### config.mk
export PLATFORM = sky130hd
export DESIGN_NAME = punc_mem_arbiter_flat
export DESIGN_NICKNAME = d
export VERILOG_FILES = /design/src/rtl/punc_mem_arbiter_if.sv /design/src/rtl/punc_mem_arbiter.sv /design/src/flat_wrapper.sv
export SDC_FILE = /design/constraint.sdc
export NUM_CORES = 1
export LEC_CHECK = 0
export CELL_PAD_IN_SITES_DETAIL_PLACEMENT = 1
export CELL_PAD_IN_SITES_GLOBAL_PLACEMENT = 1
export CORE_ASPECT_RATIO = 1.4
export CORE_UTILIZATION = 31
export CTS_BUF_LIST = sky130_fd_sc_hd__clkbuf_16
export CTS_CLUSTER_SIZE = 24
export DETAILED_ROUTE_END_ITERATION = 8
export GPL_ROUTABILITY_DRIVEN = 0
export HOLD_SLACK_MARGIN = 0.02
export MAX_ROUTING_LAYER = met4
export PLACE_DENSITY_LB_ADDON = 0.1
export REMOVE_ABC_BUFFERS = 1
export SYNTH_ARGS = -nofsm -noshare
export SYNTH_HDL_FRONTEND = slang
export SYNTH_SLANG_ARGS = --single-unit
### constraint.sdc
create_clock -name clk -period 3.31 [get_ports clk]
set_input_delay 0.993 -clock clk [delete_from_list [all_inputs] [get_ports clk]]
set_output_delay 0.993 -clock clk [all_outputs]
set_load 0.05 [all_outputs]
### src/rtl/punc_mem_arbiter_if.sv
// Requester-side memory bus: one instance per master sharing the PUnC memory.
// The requester holds req/we/addr/wdata until gnt; read data returns one cycle
// after the grant together with rvalid.
interface punc_mem_arbiter_if #(
    parameter int ADDR_W = 16,
    parameter int DATA_W = 16
);
    logic              req;
    logic              we;
    logic [ADDR_W-1:0] addr;
    logic [DATA_W-1:0] wdata;
    logic              gnt;
    logic              rvalid;
    logic [DATA_W-1:0] rdata;

    modport master (
        output req, we, addr, wdata,
        input  gnt, rvalid, rdata
    );

    modport slave (
        input  req, we, addr, wdata,
        output gnt, rvalid, rdata
    );
endinterface

### src/rtl/punc_mem_arbiter.sv
// Two-master arbiter for the single PUnC memory port.
// Round-robin with a burst limit between the processor and the program loader,
// one-cycle read return with per-requester hold registers, and a loader lock
// that shuts the processor out while a program is being written.
module punc_mem_arbiter #(
    parameter int ADDR_W    = 16,
    parameter int DATA_W    = 16,
    parameter int MAX_BURST = 4
) (
    input  logic                clk,
    input  logic                rst,
    punc_mem_arbiter_if.slave   cpu,
    punc_mem_arbiter_if.slave   ldr,
    input  logic                ldr_lock,
    output logic                lock_ack,
    output logic [ADDR_W-1:0]   mem_addr,
    output logic                mem_w_en,
    output logic [DATA_W-1:0]   mem_wdata,
    input  logic [DATA_W-1:0]   mem_rdata
);

    localparam int              CNT_W     = $clog2(MAX_BURST + 1);
    localparam logic [CNT_W-1:0] BURST_MAX = CNT_W'(MAX_BURST);

    typedef enum logic [1:0] {
        OWN_NONE = 2'd0,
        OWN_CPU  = 2'd1,
        OWN_LDR  = 2'd2
    } owner_t;

    owner_t            owner;
    owner_t            owner_next;
    owner_t            winner;
    logic [CNT_W-1:0]  burst_cnt;
    logic [CNT_W-1:0]  burst_next;
    logic              burst_open;
    logic              cpu_elig;
    logic              ldr_elig;
    logic [ADDR_W-1:0] addr_shadow;
    logic [DATA_W-1:0] wdata_shadow;
    logic              cpu_rvalid_q;
    logic              ldr_rvalid_q;
    logic [DATA_W-1:0] cpu_hold;
    logic [DATA_W-1:0] ldr_hold;
    logic              lock_ack_q;

    // Pick this cycle's winner and the owner/burst bookkeeping for next cycle;
    // nothing is granted while reset is held so no access slips out.
    always_comb begin
        cpu_elig   = cpu.req & ~ldr_lock & ~rst;
        ldr_elig   = ldr.req & ~rst;
        burst_open = (burst_cnt < BURST_MAX);
        winner     = OWN_NONE;
        owner_next = OWN_NONE;
        burst_next = '0;

        if (cpu_elig && ldr_elig) begin
            if (owner != OWN_NONE && burst_open)
                winner = owner;
            else
                winner = (owner == OWN_LDR) ? OWN_CPU : OWN_LDR;
        end else if (cpu_elig) begin
            winner = OWN_CPU;
        end else if (ldr_elig) begin
            winner = OWN_LDR;
        end

        if (winner == OWN_NONE) begin
            owner_next = OWN_NONE;
            burst_next = '0;
        end else if (winner == owner) begin
            owner_next = owner;
            burst_next = burst_open ? burst_cnt + 1'b1 : burst_cnt;
        end else begin
            owner_next = winner;
            burst_next = CNT_W'(1);
        end
    end

    // Steer the winner onto the memory bus and return read data to requesters.
    always_comb begin
        cpu.gnt   = 1'b0;
        ldr.gnt   = 1'b0;
        mem_addr  = addr_shadow;
        mem_wdata = wdata_shadow;
        mem_w_en  = 1'b0;

        case (winner)
            OWN_CPU: begin
                cpu.gnt   = 1'b1;
                mem_addr  = cpu.addr;
                mem_wdata = cpu.wdata;
                mem_w_en  = cpu.we;
            end
            OWN_LDR: begin
                ldr.gnt   = 1'b1;
                mem_addr  = ldr.addr;
                mem_wdata = ldr.wdata;
                mem_w_en  = ldr.we;
            end
            default: ;
        endcase

        cpu.rvalid = cpu_rvalid_q & ~rst;
        ldr.rvalid = ldr_rvalid_q & ~rst;
        cpu.rdata  = (cpu_rvalid_q & ~rst) ? mem_rdata : cpu_hold;
        ldr.rdata  = (ldr_rvalid_q & ~rst) ? mem_rdata : ldr_hold;
        lock_ack   = lock_ack_q;
    end

    // Arbitration state, bus shadows, read-return flags and hold registers.
    always_ff @(posedge clk) begin
        if (rst) begin
            owner        <= OWN_NONE;
            burst_cnt    <= '0;
            addr_shadow  <= '0;
            wdata_shadow <= '0;
            cpu_rvalid_q <= 1'b0;
            ldr_rvalid_q <= 1'b0;
            cpu_hold     <= '0;
            ldr_hold     <= '0;
            lock_ack_q   <= 1'b0;
        end else begin
            owner     <= owner_next;
            burst_cnt <= burst_next;
            if (winner != OWN_NONE) begin
                addr_shadow  <= mem_addr;
                wdata_shadow <= mem_wdata;
            end
            cpu_rvalid_q <= (winner == OWN_CPU) & ~cpu.we;
            ldr_rvalid_q <= (winner == OWN_LDR) & ~ldr.we;
            if (cpu_rvalid_q)
                cpu_hold <= mem_rdata;
            if (ldr_rvalid_q)
                ldr_hold <= mem_rdata;
            lock_ack_q <= ldr_lock & ~cpu_rvalid_q;
        end
    end

endmodule

### src/flat_wrapper.sv
// flat-port wrapper written by rule: the top's interface ports become plain ports
module punc_mem_arbiter_flat 
#(
    parameter int ADDR_W    = 16,
    parameter int DATA_W    = 16,
    parameter int MAX_BURST = 4
)
  (clk, rst, ldr_lock, lock_ack, mem_addr, mem_w_en, mem_wdata, mem_rdata, cpu_req, cpu_we, cpu_addr, cpu_wdata, cpu_gnt, cpu_rvalid, cpu_rdata, ldr_req, ldr_we, ldr_addr, ldr_wdata, ldr_gnt, ldr_rvalid, ldr_rdata);
  punc_mem_arbiter_if #(.ADDR_W(ADDR_W), .DATA_W(DATA_W)) cpu_i ();
  punc_mem_arbiter_if #(.ADDR_W(ADDR_W), .DATA_W(DATA_W)) ldr_i ();
  input  logic clk;
  input  logic rst;
  input  logic ldr_lock;
  output logic lock_ack;
  output logic [ADDR_W-1:0] mem_addr;
  output logic mem_w_en;
  output logic [DATA_W-1:0] mem_wdata;
  input  logic [DATA_W-1:0] mem_rdata;
  input wire logic [$bits(cpu_i.req)-1:0] cpu_req;
  input wire logic [$bits(cpu_i.we)-1:0] cpu_we;
  input wire logic [$bits(cpu_i.addr)-1:0] cpu_addr;
  input wire logic [$bits(cpu_i.wdata)-1:0] cpu_wdata;
  output wire logic [$bits(cpu_i.gnt)-1:0] cpu_gnt;
  output wire logic [$bits(cpu_i.rvalid)-1:0] cpu_rvalid;
  output wire logic [$bits(cpu_i.rdata)-1:0] cpu_rdata;
  input wire logic [$bits(ldr_i.req)-1:0] ldr_req;
  input wire logic [$bits(ldr_i.we)-1:0] ldr_we;
  input wire logic [$bits(ldr_i.addr)-1:0] ldr_addr;
  input wire logic [$bits(ldr_i.wdata)-1:0] ldr_wdata;
  output wire logic [$bits(ldr_i.gnt)-1:0] ldr_gnt;
  output wire logic [$bits(ldr_i.rvalid)-1:0] ldr_rvalid;
  output wire logic [$bits(ldr_i.rdata)-1:0] ldr_rdata;
  assign cpu_i.req = cpu_req;
  assign cpu_i.we = cpu_we;
  assign cpu_i.addr = cpu_addr;
  assign cpu_i.wdata = cpu_wdata;
  assign cpu_gnt = cpu_i.gnt;
  assign cpu_rvalid = cpu_i.rvalid;
  assign cpu_rdata = cpu_i.rdata;
  assign ldr_i.req = ldr_req;
  assign ldr_i.we = ldr_we;
  assign ldr_i.addr = ldr_addr;
  assign ldr_i.wdata = ldr_wdata;
  assign ldr_gnt = ldr_i.gnt;
  assign ldr_rvalid = ldr_i.rvalid;
  assign ldr_rdata = ldr_i.rdata;
  punc_mem_arbiter #(.ADDR_W(ADDR_W), .DATA_W(DATA_W), .MAX_BURST(MAX_BURST)) u_core (.clk(clk), .rst(rst), .cpu(cpu_i), .ldr(ldr_i), .ldr_lock(ldr_lock), .lock_ack(lock_ack), .mem_addr(mem_addr), .mem_w_en(mem_w_en), .mem_wdata(mem_wdata), .mem_rdata(mem_rdata));
endmodule
==> flow_summary.ini <==
[detailed_routing]
wl_um = 14810
firstDrtPassIters = 5
initialDrtViolationCount = 92
antenna_left = 0
wl_per_cell_um = 19.31
num_vias = 3892
drc = 0
via_per_inst = 5.074

[setup_path]
crit_required_ns = 2.32
critPathLaunchType = input port
crit_type = input port to output port
setup.worst_path.end_class = output port
cp.arrival_ns = 2.60
crit_fanout = 11

[floorplanning]
core_um2 = 11760
io_pins = 157
start_util_pct = 31.62
num_rows = 47
die_area_um2 = 12440
die_w_um = 94.57
die_h_um = 131.6

[synthesis]
synth_common_cells = dfxtp_1 (72), nor2_1 (70), mux2i_1 (65)
synth.most_common_cell = dfxtp_1
async_reset_ff_share_pct = 0
ys_types = 31
synth_edf_count = 0
synth-seq-area-share_pct = 38.76
postSynthAreaPerCell_um2 = 9.182
synth_area_leader_cell = dfxtp_1
synth_top_area_share_pct = 38.76
yosysWarnings = 0
synth_flop_cell = dfxtp_1
synth_cells = 405
synth_area_um2 = 3719
yosys-top-cells-area = dfxtp_1 (39%), mux2i_1 (17%), nor2_1 (7.1%)
synth.ff_latch_count = 72

[sta]
period_needed_ns = 3.597
finalHoldViolCount = 0
max_freq_ghz = 0.2780
finalSetupViolations = 34
final_max_slew_viol_count = 0
worst_slack_ns = -0.2872
timing.final.crit_share_pct = 108.7
rsz0062_at_grt = yes
worst_pin_slew_ns = 0.5634
clock-skew-final_ns = 0.007407
slew_headroom_pct = 62.44

[global_routing]
grtUsageMet3_pct = 6.308
grtUsageMet1_pct = 26.81
grt_first_pass_wirelength_um = 22970
grt_use_met2_pct = 45.09
gr-total-overflow = 0
grt_usage_pct = 25.19
grt_max_degree = 48
busiest_layer = met2
grt_pass1_vias = 4329
antenna_found_initial = 0

[clocking]
h-tree-depth = 3
clk_latency_ns = 0.34
cts_hold_buf = 0
clk_path_buf_depth = 2
clock-root-buffer = clkbuf_16
cts_tree = yes
cts.clk_slew.worst_paths_ns = 0.05
cts_sinks = 72
cts_buffers = 9

[finish]
diodes = 0
drive_gt1_share_pct = 46.77
nNetsFinal = 707
fin_area_um2 = 7413
area_growth_pct = 99.36
final_util_pct = 63.03

[power_and_ir_drop]
powerDensity_nw_per_um2 = 322.6
max-vdd-ir-drop_mv = 0.2277
leakage_nw = 3.038

[outcome]
status = finished, violations left
violations = setup timing

[placed_design]
io_buffers = 156
hpwl_um = 8407
dpl_cell_area_um2 = 6015

[min_path]
min-delay-path-class = register to register

[job]
max-cap-violations = 0
==> cell type report <==
type,count,area [µm²]
fillers,1184,4348
repair buffers,236,2770
multi-input cells,293,2749
flip-flops and latches,72,1441
clock buffers,9,225.2
well taps,147,183.9
clock inverters,6,28.78
inverters,4,15.01
==> logic make-up after synthesis <==
family / after synthesis / synth area share [%]
buf+inv: 40 / 5.989
flops: 72 / 38.76
mux: 97 / 28.10
fa+ha+maj: 4 / 1.346
compound gates: 71 / 12.18
simple gates: 120 / 13.39
xor+xnor: 1 / 0.2356
==> repair_timing <==
action	CTS	global route
gates cloned	5	0
resized for setup	178	8
endpoints found under the setup margin	53	50
buffers inserted	22	7
pin swaps	21	6
==> flip-flops by register name, summed over array words and instances, names as in the netlist <==
register and flops:
u_core.addr_shadow 16, u_core.burst_cnt 3, u_core.cpu_hold 16, u_core.cpu_rvalid_q 1, u_core.ldr_hold 16, u_core.ldr_rvalid_q 1, u_core.lock_ack 1, u_core.owner 2
u_core.wdata_shadow 16
==> per-stage QoR <==
stage / power [mW] / setup WS [ns] / hold WS [ns] / instances / setup TNS [ns]
5_1_grt: 2.481 / -0.3528 / 0.5252 / 767 / -9.831
6_report: 2.392 / -0.2872 / 0.4920 / 767 / -7.653
2_1_floorplan: 1.097 / -1.575 / 0.4544 / 369 / -71.06
3_3_place_gp: 1.368 / -0.7383 / 0.4691 / 719 / -24.33
3_5_place_dp: 1.377 / -0.7461 / 0.4803 / 719 / -25.10
4_1_cts: 2.399 / -0.2402 / 0.4984 / 761 / -6.751
==> layout by cell type, fill, tap and decap left out, drive strengths merged <==
master,netlist,layout
a22oi,33,33
mux2i,65,65
clkbuf,8,9
nand4,1,1
xnor2,1,1
inv,4,5
clkinvlp,0,1
o2111ai,1,1
nor3,1,1
bufbuf,0,1
dfxtp,72,72
and3,1,1
nor4,2,2
nand2b,4,4
nand3b,2,2
nor3b,3,3
nand2,33,33
a311o,1,1
o21ai,33,33
a21o,1,1
clkdlybuf4s50,0,83
ha,4,4
o211ai,1,1
a31oi,1,1
buf,28,152
mux2,32,32
nor2,70,70
clkinv,0,4
nor2b,3,3
==> worst max-delay path: stages <==
cell,delay [ns]
buf_8,0.10
nand2b_4,0.13
a311o_1,0.31
buf_4,0.16
ha_4,0.18
buf_12,0.15
a22oi_1,0.30
o21ai_4,0.10
buf_12,0.16
==> path summary, 6_finish.rpt <==
kind                                     startpoint               endpoint  slack, ns  depth (start not counted)
worst min-delay path            u_core.ldr_hold[13]    u_core.ldr_hold[13]       0.49                          2
worst min register to register  u_core.ldr_hold[13]    u_core.ldr_hold[13]       0.49                          2
worst max-delay path                       ldr_lock           mem_addr[15]      -0.29                          9
worst max register to register  u_core.burst_cnt[2]  u_core.addr_shadow[9]       0.70                         14
==> power by group <==
part	leakage [nW]	switching, mW	internal [mW]
combinational	2.33	0.314	0.332
sequential	0.582	0.00895	0.880
clock	0.127	0.365	0.492
total	3.04	0.688	1.70
==> routing by layer <==
layer  share of wire [%]  vias to the layer above
li1                    -                     1842
met1                  39                     1895
met2                  54                      136
met3                 5.0                       19
met4                 1.7                        0
met5                   0                        -
Power figures use the tool's default switching activity.
